[src/rtl/fetch_pkg.sv]
// fetch_pkg: shared widths, NOP encoding and FSM states for the IF-stage fetch sequencer.
package fetch_pkg;
   localparam int XLEN = 32;
   localparam logic [31:0] NOP_INSTR = 32'h0000_0013;
   typedef enum logic [1:0] {BOOT, REQ, HOLD, DRAIN} fetch_state_t;
endpackage

[src/rtl/fetch_skid_slot.sv]
// fetch_skid_slot: one-entry data+valid holding register with load, unload and flush.
module fetch_skid_slot #(
   parameter int W = 32
) (
   input  logic         clk,
   input  logic         reset,
   input  logic         i_load,
   input  logic         i_unload,
   input  logic         i_flush,
   input  logic [W-1:0] i_data,
   output logic [W-1:0] o_data,
   output logic         o_valid
);
   logic [W-1:0] r_data;
   logic         r_valid;

   always_ff @(posedge clk) begin
      if (reset || i_flush) begin
         r_valid <= 1'b0;
      end else if (i_load) begin
         r_valid <= 1'b1;
         r_data  <= i_data;
      end else if (i_unload) begin
         r_valid <= 1'b0;
      end
   end

   assign o_data  = r_data;
   assign o_valid = r_valid;
endmodule

[src/rtl/fetch_sequencer.sv]
// fetch_sequencer: IF-stage PC owner; issues imem fetches, buffers one instruction for decode,
// honours stall_f and executes EX redirects.
module fetch_sequencer import fetch_pkg::*; #(
   parameter int               XLEN         = fetch_pkg::XLEN,
   parameter logic [XLEN-1:0]  RESET_VECTOR = '0,
   parameter logic [31:0]      NOP_INSTR    = fetch_pkg::NOP_INSTR
) (
   input  logic            clk,
   input  logic            reset,
   input  logic            stall_f,
   input  logic            redirect_e,
   input  logic [XLEN-1:0] redirect_pc_e,
   output logic            imem_req,
   output logic [XLEN-1:0] imem_addr,
   input  logic            imem_ack,
   input  logic [31:0]     imem_rdata,
   output logic [XLEN-1:0] pcf,
   output logic [31:0]     instr_f,
   output logic            instr_valid_f
);
   fetch_state_t    r_state, w_state_n;
   logic [XLEN-1:0] r_pc, w_pc_n, r_addr, r_pcf, w_pcf_n, w_tgt;
   logic [31:0]     r_instr, w_instr_n, w_skid_data;
   logic            r_valid, w_valid_n, w_consume, w_space;
   logic            w_load, w_unload, w_flush, w_skid_valid;

   assign w_consume = r_valid && !stall_f;
   assign w_space   = !r_valid || w_consume;
   assign w_tgt     = {redirect_pc_e[XLEN-1:2], 2'b00};

   fetch_skid_slot #(.W(32)) u_skid (
      .clk      (clk),
      .reset    (reset),
      .i_load   (w_load),
      .i_unload (w_unload),
      .i_flush  (w_flush),
      .i_data   (imem_rdata),
      .o_data   (w_skid_data),
      .o_valid  (w_skid_valid)
   );

   always_comb begin
      w_state_n = r_state;
      w_pc_n    = r_pc;
      w_pcf_n   = r_pcf;
      w_valid_n = r_valid && !w_consume;
      w_instr_n = w_consume ? NOP_INSTR : r_instr;
      w_load    = 1'b0;
      w_unload  = 1'b0;
      w_flush   = 1'b0;
      if (redirect_e) begin
         w_pc_n    = w_tgt;
         w_valid_n = 1'b0;
         w_instr_n = NOP_INSTR;
         w_flush   = 1'b1;
         // an unacked request is still in flight and must be drained before refetching
         w_state_n = ((r_state == REQ || r_state == DRAIN) && !imem_ack) ? DRAIN : REQ;
      end else begin
         case (r_state)
            BOOT: w_state_n = REQ;
            REQ: begin
               if (imem_ack) begin
                  w_pc_n = r_pc + XLEN'(4);
                  if (w_space) begin
                     w_pcf_n   = r_pc;
                     w_instr_n = imem_rdata;
                     w_valid_n = 1'b1;
                  end else begin
                     w_load    = 1'b1;
                     w_state_n = HOLD;
                  end
               end
            end
            HOLD: begin
               if (w_consume && w_skid_valid) begin
                  w_pcf_n   = r_pc - XLEN'(4);
                  w_instr_n = w_skid_data;
                  w_valid_n = 1'b1;
                  w_unload  = 1'b1;
                  w_state_n = REQ;
               end
            end
            default: w_state_n = imem_ack ? REQ : DRAIN;
         endcase
      end
   end

   always_ff @(posedge clk) begin
      if (reset) begin
         r_state <= BOOT;
         r_pc    <= RESET_VECTOR;
         r_addr  <= RESET_VECTOR;
         r_pcf   <= RESET_VECTOR;
         r_instr <= NOP_INSTR;
         r_valid <= 1'b0;
      end else begin
         r_state <= w_state_n;
         r_pc    <= w_pc_n;
         r_addr  <= (w_state_n == DRAIN) ? r_addr : w_pc_n;
         r_pcf   <= w_pcf_n;
         r_instr <= w_instr_n;
         r_valid <= w_valid_n;
      end
   end

   assign imem_req      = (r_state == REQ) || (r_state == DRAIN);
   assign imem_addr     = r_addr;
   assign pcf           = r_pcf;
   assign instr_f       = r_instr;
   assign instr_valid_f = r_valid;
endmodule

[config.mk]
export PLATFORM = sky130hd
export DESIGN_NAME = fetch_sequencer
export DESIGN_NICKNAME = d
export VERILOG_FILES = /design/src/rtl/fetch_pkg.sv /design/src/rtl/fetch_skid_slot.sv /design/src/rtl/fetch_sequencer.sv
export SDC_FILE = /design/constraint.sdc
export NUM_CORES = 1
export LEC_CHECK = 0
export BUFFER_PORTS_ARGS = -buffer_cell sky130_fd_sc_hd__buf_2
export CORE_MARGIN = 5
export CORE_UTILIZATION = 50
export DETAILED_ROUTE_END_ITERATION = 7
export HOLD_SLACK_MARGIN = 0.08
export MAX_ROUTING_LAYER = met4
export PLACE_DENSITY_LB_ADDON = 0.15
export SYNTH_ARGS = -nofsm -noshare
export SYNTH_HDL_FRONTEND = slang
export SYNTH_SLANG_ARGS = --single-unit
export TNS_END_PERCENT = 50
[constraint.sdc]
create_clock -name clk -period 4.4 [get_ports clk]
set_input_delay 1.1 -clock clk [delete_from_list [all_inputs] [get_ports clk]]
set_output_delay 1.1 -clock clk [all_outputs]
set_load 0.02 [all_outputs]
== Yosys cells after proc, flatten, opt, wreduce, memory -nomap -nowiden ==
Cells that the tools add are included.
Storage, ports and cells
  bits in writable memories: 0
  bits of input ports: 69
  flip-flop bits (word level): 164
  output and inout port bits: 98
  bits in latches: 0
  logic and storage cells: 69
  memory bits (read-only): 0
  memories kept: 0
Cells by class
  multiply operators: 0
  reductions and logical operators: 17
  divide/modulo/power cells: 0
  order comparisons: 0
  bitwise gates (word level): 2
  equal/unequal tests: 7
  $add $sub $neg: 2
  muxes and demuxes: 33
  shift-type cells: 0
Operators by type and width (number)
  32-bit 2-to-1 mux: 10
  32-bit one-hot mux with 2 select lines: 2
  32-bit by 3-bit adder with 32-bit output, second input constant: 1
  32-bit by 3-bit subtractor with 32-bit output, second input constant: 1
  1-bit 2-to-1 mux: 13
  2-bit 2-to-1 mux: 6
  2-bit == test, second input constant: 3
  2-bit != test, second input constant: 3
  2-bit one-hot mux with 3 select lines: 1
  5-bit AND reduction: 1
  1-bit logical AND: 4
  1-bit logical NOT: 4
  2-bit nonzero test: 2
  1-bit logical OR: 3
  2-bit by 1-bit == test with 1-bit output, second input constant: 1
  2-bit logical NOT: 1
  1-bit inverter: 2
  1-bit one-hot mux with 2 select lines: 1
  2-bit AND reduction: 1
  2-bit OR reduction: 1

== Logic depth before layout (Yosys ltp) ==
  depth after elaboration: 8
  depth in mapped cells: 10
  mapped depth without buffers: 7

== Hierarchy ==
From an unflattened synthesis, not the netlist that was laid out.
Second synthesis, totals
  cell total of the unflattened synthesis: 810
  area, all modules: 7252.0 um^2
By module, submodules not included
  fetch_sequencer: instances 1, cells an instance 773, area an instance 6239.7 um^2, sequential area each 2622.5 um^2
  fetch_skid_slot: instances 1, cells an instance 37, area an instance 1012.2 um^2, sequential area each 980.9 um^2

== Worst setup path before layout ==
OpenSTA, ideal clock, no wires.
  path kind: input port to flip-flop
  start point: input port redirect_e
  end point: register u_skid.r_data[0] (netlist: u_skid.o_data[0]) (enable)
  data required time: 3.979 ns
  path slack: 0.631 ns
  cell stages on the path: 5
  path buffers: 3
  arrival time: 3.348 ns
  cells stage by stage: clkbuf_1 > or2_2 > clkbuf_1 > buf_1 > nor2_1
On the way
  word-level cells in the longest chain between the ends: 4
RTL lines
  from (decl): RTL line fetch_sequencer.sv:11  | input logic redirect_e,
  1-bit 2-to-1 mux: RTL line fetch_sequencer.sv:51  | if (redirect_e) begin
  1-bit logical OR: RTL line fetch_skid_slot.sv:18  | if (reset || i_flush) begin
  1-bit inverter (no line)
  2-bit AND reduction (no line) (*)
  to (signal assigned): RTL line fetch_skid_slot.sv:22  | r_data <= i_data;
  to (decl): RTL line fetch_skid_slot.sv:14  | logic [W-1:0] r_data;
Every way passes the cells marked *; elsewhere a longest branch is shown, timed or not.
A chain may end at the register's enable or synchronous reset.

== Worst setup path in the final report ==
  start point: register r_state[0]
  end point: register r_instr[9] (netlist: instr_f[9])
On the way
  word-level cells in the longest chain between the ends: 2
RTL lines
  from (decl): RTL line fetch_sequencer.sv:21  | fetch_state_t r_state, w_state_n;
  from (signal assigned): RTL line fetch_sequencer.sv:97  | r_state <= w_state_n;
  2-bit == test / 2-bit by 1-bit == test with 1-bit output (equally long branches): RTL line fetch_sequencer.sv:59  | case (r_state)
  32-bit one-hot mux with 2 select lines (*): RTL line fetch_sequencer.sv:59
  to (signal assigned): RTL line fetch_sequencer.sv:101  | r_instr <= w_instr_n;
  to (decl): RTL line fetch_sequencer.sv:23  | logic [31:0] r_instr, w_instr_n, w_skid_data;
Marks and branches as above.

==> metrics.md <==
| Metric | Value |
|---|---|
| Share of the synthesized area in the top cell type | `34.6%` |
| Async S/R FF share, synth | `0%` |
| Final setup fails | `0` |
| Post-place setup slack | `1.12 ns` |
| CP Class | `flop to flop` |
| Antenna violations before repair | `0` |
| Post-synth EDFFs | `32` |
| Port buffer count | `164` |
| Tot Pwr | `3.91 mW` |
| Total of max-cap violations | `0` |
| Actual slew at the worst max-slew pin | `1.18 ns` |
| YS warnings | `0` |
| Fin Clk Skew | `0.00682 ns` |
| Crit end category | `flop` |
| Vias in the first global route | `6,239` |
| Final min period | `2.94 ns` |
| Yosys cell types | `64` |
| Gr usage total | `22.5%` |
| Initial Util | `50.6%` |
| GPL Wtd Cong | `0.866` |
| F_max | `0.340 GHz` |
| Req. time, crit path | `4.76 ns` |
| Post-CTS setup buffers | `0` |
| Final worst setup slack | `1.46 ns` |
| Arr. time, crit path | `3.30 ns` |
| Clock Pin Slew Worst Setup and Hold Paths | `0.06 ns` |
| Area growth, synth to finish | `19.4%` |
| H-tree level count | `4` |
| Largest net degree at the start of global routing | `63` |
| Cts hold-fix bufs | `0` |
| Slew headroom | `20.8%` |
| Row count | `45` |
| Die Y | `134 µm` |
| Post-route setup TNS | `0 ns` |
| VDD IR-drop max | `271 µV` |
| WHS | `0.462 ns` |
| Worst-Skew Late Latency | `0.42 ns` |
| Vias | `6,483` |
| Cell count after synthesis | `822` |
| Final core occ | `60.4%` |
| Number of buffers created by CTS | `17` |
| Post_cts resized | `0` |
| Mapped Area | `7630 µm²` |
| Fin cells | `1,141` |
| DRC Markers | `0` |
| Routed WL | `19,600 µm` |
| Iteration-0 DRC Markers | `327` |
| Synth area leader | `dfxtp_1` |
| Core Region | `15,100 µm²` |
| Syn Nets | `897` |
| Leakage power total | `3.60 nW` |
| Ys flop type | `dfxtp_1` |
| Final Hold Fails | `0` |
| First-pass GRT wire length | `31,600 µm` |
| Worst hold-check path type | `flop to flop` |
| Die area | `17,800 µm²` |
| DPL Wire Length | `13,400 µm` |
| Max Root-Sink Buffers | `2` |
| R2r worst-path depth | `8` |
| Crit Path Max Fanout | `36` |
| Post-DP Area | `8470 µm²` |
| Clk Tree Root Cell | `clkbuf_16` |
| Die extent in x | `134 µm` |
| CTS tree | `built` |
| Final #Nets | `1,015` |
| Share of cells above drive strength 1 | `23.9%` |
| Placed cell count | `1,109` |
| Top cells by area, synth | `dfxtp_1 35%, edfxtp_1 13%, nor2_1 4.1%` |
| Diodes inserted | `0` |
| RSZ-0062 raised after global routing | `no` |
| IO Pins | `167` |
| GRT Residual Overflow | `0` |
| Mapped Avg Cell Area | `9.29 µm²` |
| First-pass DRT Iterations | `6` |
| Drt wl/cell | `17.2 µm` |
| Status | `complete, no violations` |
| Post-DRT Antenna Nets | `0` |
| Synth Register Bits | `164` |
| Clock sinks | `164` |
| Finished layout cell area | `9110 µm²` |
| Drt via density | `5.68` |
| Hold path depth | `2` |
| Pins over their slew limit | `0` |
| Power Density | `429 nW/µm²` |
| Sequential share of the synthesized area | `47.2%` |
| Crit share post-route | `66.9%` |
| Startpoint Class | `flop` |
==> worst paths after layout <==
kind	to	slack, ns	startpoint
worst max-delay path	instr_f[9]$_SDFF_PP0_	1.46	r_state[0]$_SDFF_PP0_
worst min-delay path	imem_addr[27]$_SDFFE_PP0P_	0.46	imem_addr[27]$_SDFFE_PP0P_
worst min register to register	imem_addr[27]$_SDFFE_PP0P_	0.46	imem_addr[27]$_SDFFE_PP0P_
worst max register to register	instr_f[9]$_SDFF_PP0_	1.46	r_state[0]$_SDFF_PP0_
==> Yosys cell counts, types with 5 or more instances <==
cell,instances
dfxtp_1,132
nor2_1,84
nand3_1,55
clkbuf_1,53
nand2_1,50
a211oi_1,37
edfxtp_1,32
a21oi_1,24
and2_1,21
o22a_1,21
o21ai_0,20
xnor2_1,20
xor2_1,20
buf_2,17
a22o_1,16
a22oi_1,16
inv_1,16
nor3_1,15
a21boi_0,14
and3_1,13
nand4_1,12
nor4_1,10
and4_1,8
mux2i_1,8
o32a_1,7
or3_1,7
ha_1,6
nand4b_1,5
nor2b_1,5
or2_2,5
==> state kept, by name, indices dropped and copies added (netlist names) <==
name            count
instr_valid_f       1
r_pc               32
imem_addr          32
r_state             2
pcf                32
instr_f            32
u_skid.o_data      32
u_skid.o_valid      1
==> power breakdown <==
group	internal (mW)	switching [mW]
sequential	1.62	0.0759
clock	1.06	0.589
combinational	0.208	0.350
==> metal layers <==
metal	global-route usage, %	up-vias	share of wire [%]
li1	-	3248	-
met1	28.6	3029	46
met2	35.3	185	46
met3	5.89	21	6.4
met4	6.91	0	1.4
met5	-	-	0
==> critical path, stage by stage (launching register included) <==
cell and delay (ns):
dfxtp_1 0.39, inv_1 0.08, ha_1 0.29, buf_4 0.25
nand2b_1 0.50, a21oi_1 0.08, nor2_1 0.91, a22oi_1 0.23
nor2_1 0.12
==> cell usage in the layout (no fill, tap or decap), drive strengths merged, types with 20 or more instances in the layout <==
cell / Yosys / routed
nor2: 84 / 84
and2: 21 / 21
a211oi: 38 / 38
xor2: 20 / 20
nand3: 55 / 55
nand2: 50 / 50
o22a: 21 / 21
edfxtp: 32 / 32
o21ai: 20 / 20
buf: 25 / 177
xnor2: 20 / 20
a21oi: 24 / 24
dfxtp: 132 / 132
clkbuf: 53 / 21
==> cell families (layout without fill, tap and decap cells) <==
group | count (synthesis) | after routing | synth area share [%]
simple gates | 313 | 313 | 21.4
compound gates | 192 | 192 | 18.8
flops | 164 | 164 | 47.2
buf+inv | 94 | 225 | 5.20
xor+xnor | 40 | 40 | 4.59
mux | 13 | 13 | 1.79
fa+ha+maj | 6 | 6 | 0.984
==> final cells by class <==
| type | count | area [µm²] |
|---|---|---|
| Tap cell | 188 | 235 |
| Clock buffer | 21 | 440 |
| Clock inverter | 11 | 208 |
| Multi-Input combinational cell | 564 | 3640 |
| Inverter | 16 | 60.1 |
| Sequential cell | 164 | 3600 |
| Timing Repair Buffer | 177 | 931 |
| Fill cell | 1363 | 5980 |
Note: power is estimated with default switching activity, not from simulation.
